File: src/rtl/rotor_stepper.sv
// rotor_stepper
// Holds the left/middle/right rotor positions and applies Enigma stepping
// (including the middle-rotor double step) once per accepted keypress.
// The updated positions are presented with a valid/ready handshake so the
// downstream encipher path consumes each position set exactly once.
//
// Parameters:
//   LEFT_TYPE, MID_TYPE, RIGHT_TYPE : rotor type per slot
//                                     (00=I, 01=II, 10=III, 11=identity)
// Ports:
//   clk                      : clock, rising-edge
//   rst                      : synchronous active-high reset
//   load, load_l/m/r         : load ground setting (values >25 wrap by -26)
//   key_valid / key_ready    : keypress handshake, one step per accept
//   pos_l, pos_m, pos_r      : current positions 0..25
//   pos_valid / pos_ready    : position-set handshake toward the rotors
module rotor_stepper #(
   parameter logic [1:0] LEFT_TYPE  = 2'b00,
   parameter logic [1:0] MID_TYPE   = 2'b01,
   parameter logic [1:0] RIGHT_TYPE = 2'b10
) (
   input  logic       clk,
   input  logic       rst,
   input  logic       load,
   input  logic [4:0] load_l,
   input  logic [4:0] load_m,
   input  logic [4:0] load_r,
   input  logic       key_valid,
   output logic       key_ready,
   output logic [4:0] pos_l,
   output logic [4:0] pos_m,
   output logic [4:0] pos_r,
   output logic       pos_valid,
   input  logic       pos_ready
);

   typedef enum logic {IDLE = 1'b0, HOLD = 1'b1} state_t;

   state_t     state_reg, state_next;
   logic [4:0] pos_l_reg, pos_l_next;
   logic [4:0] pos_m_reg, pos_m_next;
   logic [4:0] pos_r_reg, pos_r_next;

   // True when a rotor of type t sits at its turnover position.
   // The identity type has no notch at all.
   function automatic logic at_notch(input logic [4:0] p, input logic [1:0] t);
      logic hit;
      case (t)
         2'b00:   hit = (p == 5'd16);
         2'b01:   hit = (p == 5'd4);
         2'b10:   hit = (p == 5'd21);
         default: hit = 1'b0;
      endcase
      return hit;
   endfunction

   function automatic logic [4:0] inc26(input logic [4:0] p);
      return (p >= 5'd25) ? 5'd0 : p + 5'd1;
   endfunction

   // A 5-bit load value can exceed 25 by at most 6, so one subtraction folds it.
   function automatic logic [4:0] fold26(input logic [4:0] v);
      return (v > 5'd25) ? v - 5'd26 : v;
   endfunction

   logic right_notch;
   logic mid_notch;

   assign right_notch = at_notch(pos_r_reg, RIGHT_TYPE);
   assign mid_notch   = at_notch(pos_m_reg, MID_TYPE);

   always_comb begin
      state_next = state_reg;
      pos_l_next = pos_l_reg;
      pos_m_next = pos_m_reg;
      pos_r_next = pos_r_reg;

      if (load) begin
         // Load wins over a simultaneous keypress and drops any pending set.
         state_next = IDLE;
         pos_l_next = fold26(load_l);
         pos_m_next = fold26(load_m);
         pos_r_next = fold26(load_r);
      end else begin
         case (state_reg)
            IDLE: begin
               if (key_valid) begin
                  state_next = HOLD;
                  pos_r_next = inc26(pos_r_reg);
                  // Middle notch also moves the middle rotor: double step.
                  if (right_notch || mid_notch)
                     pos_m_next = inc26(pos_m_reg);
                  if (mid_notch)
                     pos_l_next = inc26(pos_l_reg);
               end
            end
            HOLD: begin
               if (pos_ready)
                  state_next = IDLE;
            end
            default: state_next = IDLE;
         endcase
      end
   end

   always_ff @(posedge clk) begin
      if (rst) begin
         state_reg <= IDLE;
         pos_l_reg <= 5'd0;
         pos_m_reg <= 5'd0;
         pos_r_reg <= 5'd0;
      end else begin
         state_reg <= state_next;
         pos_l_reg <= pos_l_next;
         pos_m_reg <= pos_m_next;
         pos_r_reg <= pos_r_next;
      end
   end

   assign key_ready = (state_reg == IDLE);
   assign pos_valid = (state_reg == HOLD);
   assign pos_l     = pos_l_reg;
   assign pos_m     = pos_m_reg;
   assign pos_r     = pos_r_reg;

endmodule

File: config.mk
export PLATFORM = sky130hd
export DESIGN_NAME = rotor_stepper
export DESIGN_NICKNAME = d
export VERILOG_FILES = /design/src/rtl/rotor_stepper.sv
export SDC_FILE = /design/constraint.sdc
export NUM_CORES = 1
export LEC_CHECK = 0
export ABC_AREA = 1
export ABC_CLOCK_PERIOD_IN_PS = 2900
export BUFFER_PORTS_ARGS = -buffer_cell sky130_fd_sc_hd__buf_2
export CAP_MARGIN = 20
export CORE_ASPECT_RATIO = 1.75
export CORE_MARGIN = 8
export CORE_UTILIZATION = 30
export CTS_CLUSTER_DIAMETER = 120
export DETAILED_ROUTE_END_ITERATION = 10
export PLACE_DENSITY = 0.47
export SLEW_MARGIN = 20
export SYNTH_ARGS = -nofsm -noshare
export SYNTH_HDL_FRONTEND = slang
export SYNTH_SLANG_ARGS = --single-unit
File: constraint.sdc
create_clock -name clk -period 2.9 [get_ports clk]
set_input_delay 0.435 -clock clk [delete_from_list [all_inputs] [get_ports clk]]
set_output_delay 0.435 -clock clk [all_outputs]
set_load 0.01 [all_outputs]
==> results.md <==
* Status: complete, no violations
* CTS max path bufs at 2
* Drt total wl at 4120 um
* Worst setup path start: pos_r[0]$_SDFFE_PP0P_
* Async SR Flop Fraction at 0%
* Clock group share of total power at 28.3%
* Largest net degree at the start of global routing at 18
* Core ar. at 0.00462 mm^2
* R2R Setup Slk at 1400 ps
* CP Capture Point: pos_m[1]$_SDFFE_PP0P_
* Synth area leaders: dfxtp_1 (22%), nand2_1 (15%), ha_1 (11%), nand3_1 (8.4%), nor2_1 (7.9%)
* Yosys reg bits at 16
* Worst reg2reg path depth at 7
* Sw Ratio at 34.9%
* Mapped cell area at 0.00143 mm^2
* Top post-synthesis cells by count: nand2_1 (56), nor2_1 (30), nand3_1 (24), inv_1 (23)
* Vias at 1529
* Ys Warns at 0
* PwrDens at 360 mW/mm^2
* Deepest level of the CTS H-tree at 1
* # hold bufs at CTS at 0
* Worst Path Required at 3050 ps
* Startpoint class of the critical path: flop
* CTS buffer count at 3
* Register area share after synthesis at 22.4%
* Worst-margin pin slew at 364 ps
* Reg power frac at 42.8%
* Fin cells at 314
* Gr usage total at 12.0%
* Antenna fix cells at 0
* RSZ-0062 raised after global routing: no
* Clock Latency Late Sink at 250 ps
* Die area at 0.00732 mm^2
* Final setup viols at 0
* PnR worst setup slack at 1400 ps
* Root buf cell: clkbuf_8
* Inst Count DP at 311
* Max-cap violations at 0
* Fin. Hold Viols at 0
* Fin Setup TNS at 0 ps
* Layout cells sized above 1 at 20.2%
* Cell Rows at 33
* HP Class: input pin to flop
* Worst Path Class, Setup: flop to flop
* EDFF count, synth at 0
* Syn_nets at 259
* Iter 0 DRT Violations at 59
* First-pass GRT wire length at 7050 um
* Comb pwr share at 28.9%
* DP HPWL at 3390 um
* Final net count at 297
* Clk sinks at 16
* Initial antenna violation count at 0
* Unique cell type count in the Yosys netlist at 25
* Reg2reg end: pos_m[1]$_SDFFE_PP0P_
* Post-CTS Setup Bufs at 0
* DRC Markers at 0
* Maximum vdd drop at 152 uV
* Worst-path fanout max at 8
* # IOs at 37
* WL per Instance at 13.1 um
* Fillers at 548
* Reg-to-Reg Start: pos_r[0]$_SDFFE_PP0P_
* IO buf count at 36
* Die H at 107 um
* Syn Area/Cell at 6.33 um^2
* Die width at 68.2 um
* TritonCTS clock tree: yes
* Crit end category: flop
* Net Sw Power at 0.000213 W
* Aggregate global routing overflow at 0
* Top-area cell type share of the netlist area at 22.4%
* Number of global-route vias before repair at 1589
* Period utilization at 51.8%
* Most common cell in the synthesized netlist: nand2_1
* Via density at 4.87
* Final count of pins violating max slew at 0
* Synth area leader: dfxtp_1
* Setup WS pre-CTS at 1250 ps
* Area Overhead vs Synth at 18.5%
* Antenna-violating nets left at 0
* Rel. slew slack at 75.7%
* Gate Count Post-Synth at 226
* Worst Path Arrival at 1650 ps
* Clk slew on worst S/H paths at 70 ps
* Period minus WS final at 1500 ps
* Worst Skew at 1.74 ps
* Fmax achieved at 0.666 GHz
* Post-synth top flop: dfxtp_1
* Gpl congestion at 0.741
* 1st-pass router iterations at 4
* Cts repair resizes at 0
* Static Leak at 0.868 nW
* Starting Density at 30.9%
* Internal at 0.000397 W
## critical path: stages (launching register included)
cell and delay, ps:
dfxtp_1 420, ha_1 200, nand4_1 160, or2_1 280, nand2_4 110, nand2_1 70, a21oi_2 110, nor2_1 50
## per-layer routing
metal | routed length, um | vias to the layer above | global-route usage [%]
li1 | - | 806 | -
met1 | 1680 | 684 | 13.1
met2 | 2240 | 34 | 22.2
met3 | 143 | 5 | 1.25
met4 | 67 | 0 | 4.42
met5 | 0 | - | 0
## final cells by class
class | instances | area, um^2 | area share, %
clock buffer | 3 | 41.3 | 2.44
sequential | 16 | 320 | 18.9
tap | 52 | 65.1 | 3.84
multi-input combinational | 182 | 995 | 58.7
inverter | 25 | 93.8 | 5.54
timing repair buffer | 36 | 180 | 10.6
## cell usage in the layout, fill, tap and decap left out, drive strengths merged
cell type,netlist,routed
o21ai,24,24
dfxtp,16,16
or2,3,3
nand2,59,59
nor2,33,33
buf,3,36
inv,25,25
a21oi,13,13
nand4,5,5
ha,13,13
nand3b,2,2
clkbuf,0,3
nand3,26,26
xor2,4,4
## cells by family after synthesis
logic type | share of synthesized area, %
flip-flops | 22.4
buffers and inverters | 8.05
AND/OR/NAND/NOR | 42.3
AO/OA/AOI/OAI | 13.5
adder cells (fa/ha/maj) | 11.4
XOR/XNOR | 2.45
## how the worst min path moves through the flow
stage	cells past startpoint	start	slack (ps)	endpoint
2_1_floorplan	1	rst	500	pos_l[4]$_SDFFE_PP0P_
3_3_place_gp	2	pos_m[4]$_SDFFE_PP0P_	580	pos_m[4]$_SDFFE_PP0P_
3_5_place_dp	2	pos_m[4]$_SDFFE_PP0P_	580	pos_m[4]$_SDFFE_PP0P_
4_1_cts	4	pos_ready	460	pos_valid$_SDFF_PP0_
5_1_grt	2	rst	460	pos_r[0]$_SDFFE_PP0P_
6_report	2	rst	460	pos_r[0]$_SDFFE_PP0P_
## per-stage QoR
stage | hold slack [ps] | total power (W) | util (%) | area [um^2]
floorplan | 504 | 0.000380 | - | 1430
global placement | 575 | 0.000447 | 35.8 | 1650
detailed placement | 584 | 0.000446 | 35.8 | 1650
CTS | 462 | 0.000621 | 36.7 | 1700
global route | 465 | 0.000655 | 36.7 | 1700
finish | 460 | 0.000610 | 36.7 | 1700
## power by group through the flow
stage	clock, W	combinational (W)	sequential (W)
after floorplan	0	0.000112	0.000267
after global placement	0	0.000181	0.000267
after detailed placement	0	0.000179	0.000267
after CTS	0.000179	0.000180	0.000262
after global routing	0.000188	0.000202	0.000265
final	0.000173	0.000176	0.000261
Power figures use the tool's default switching activity.
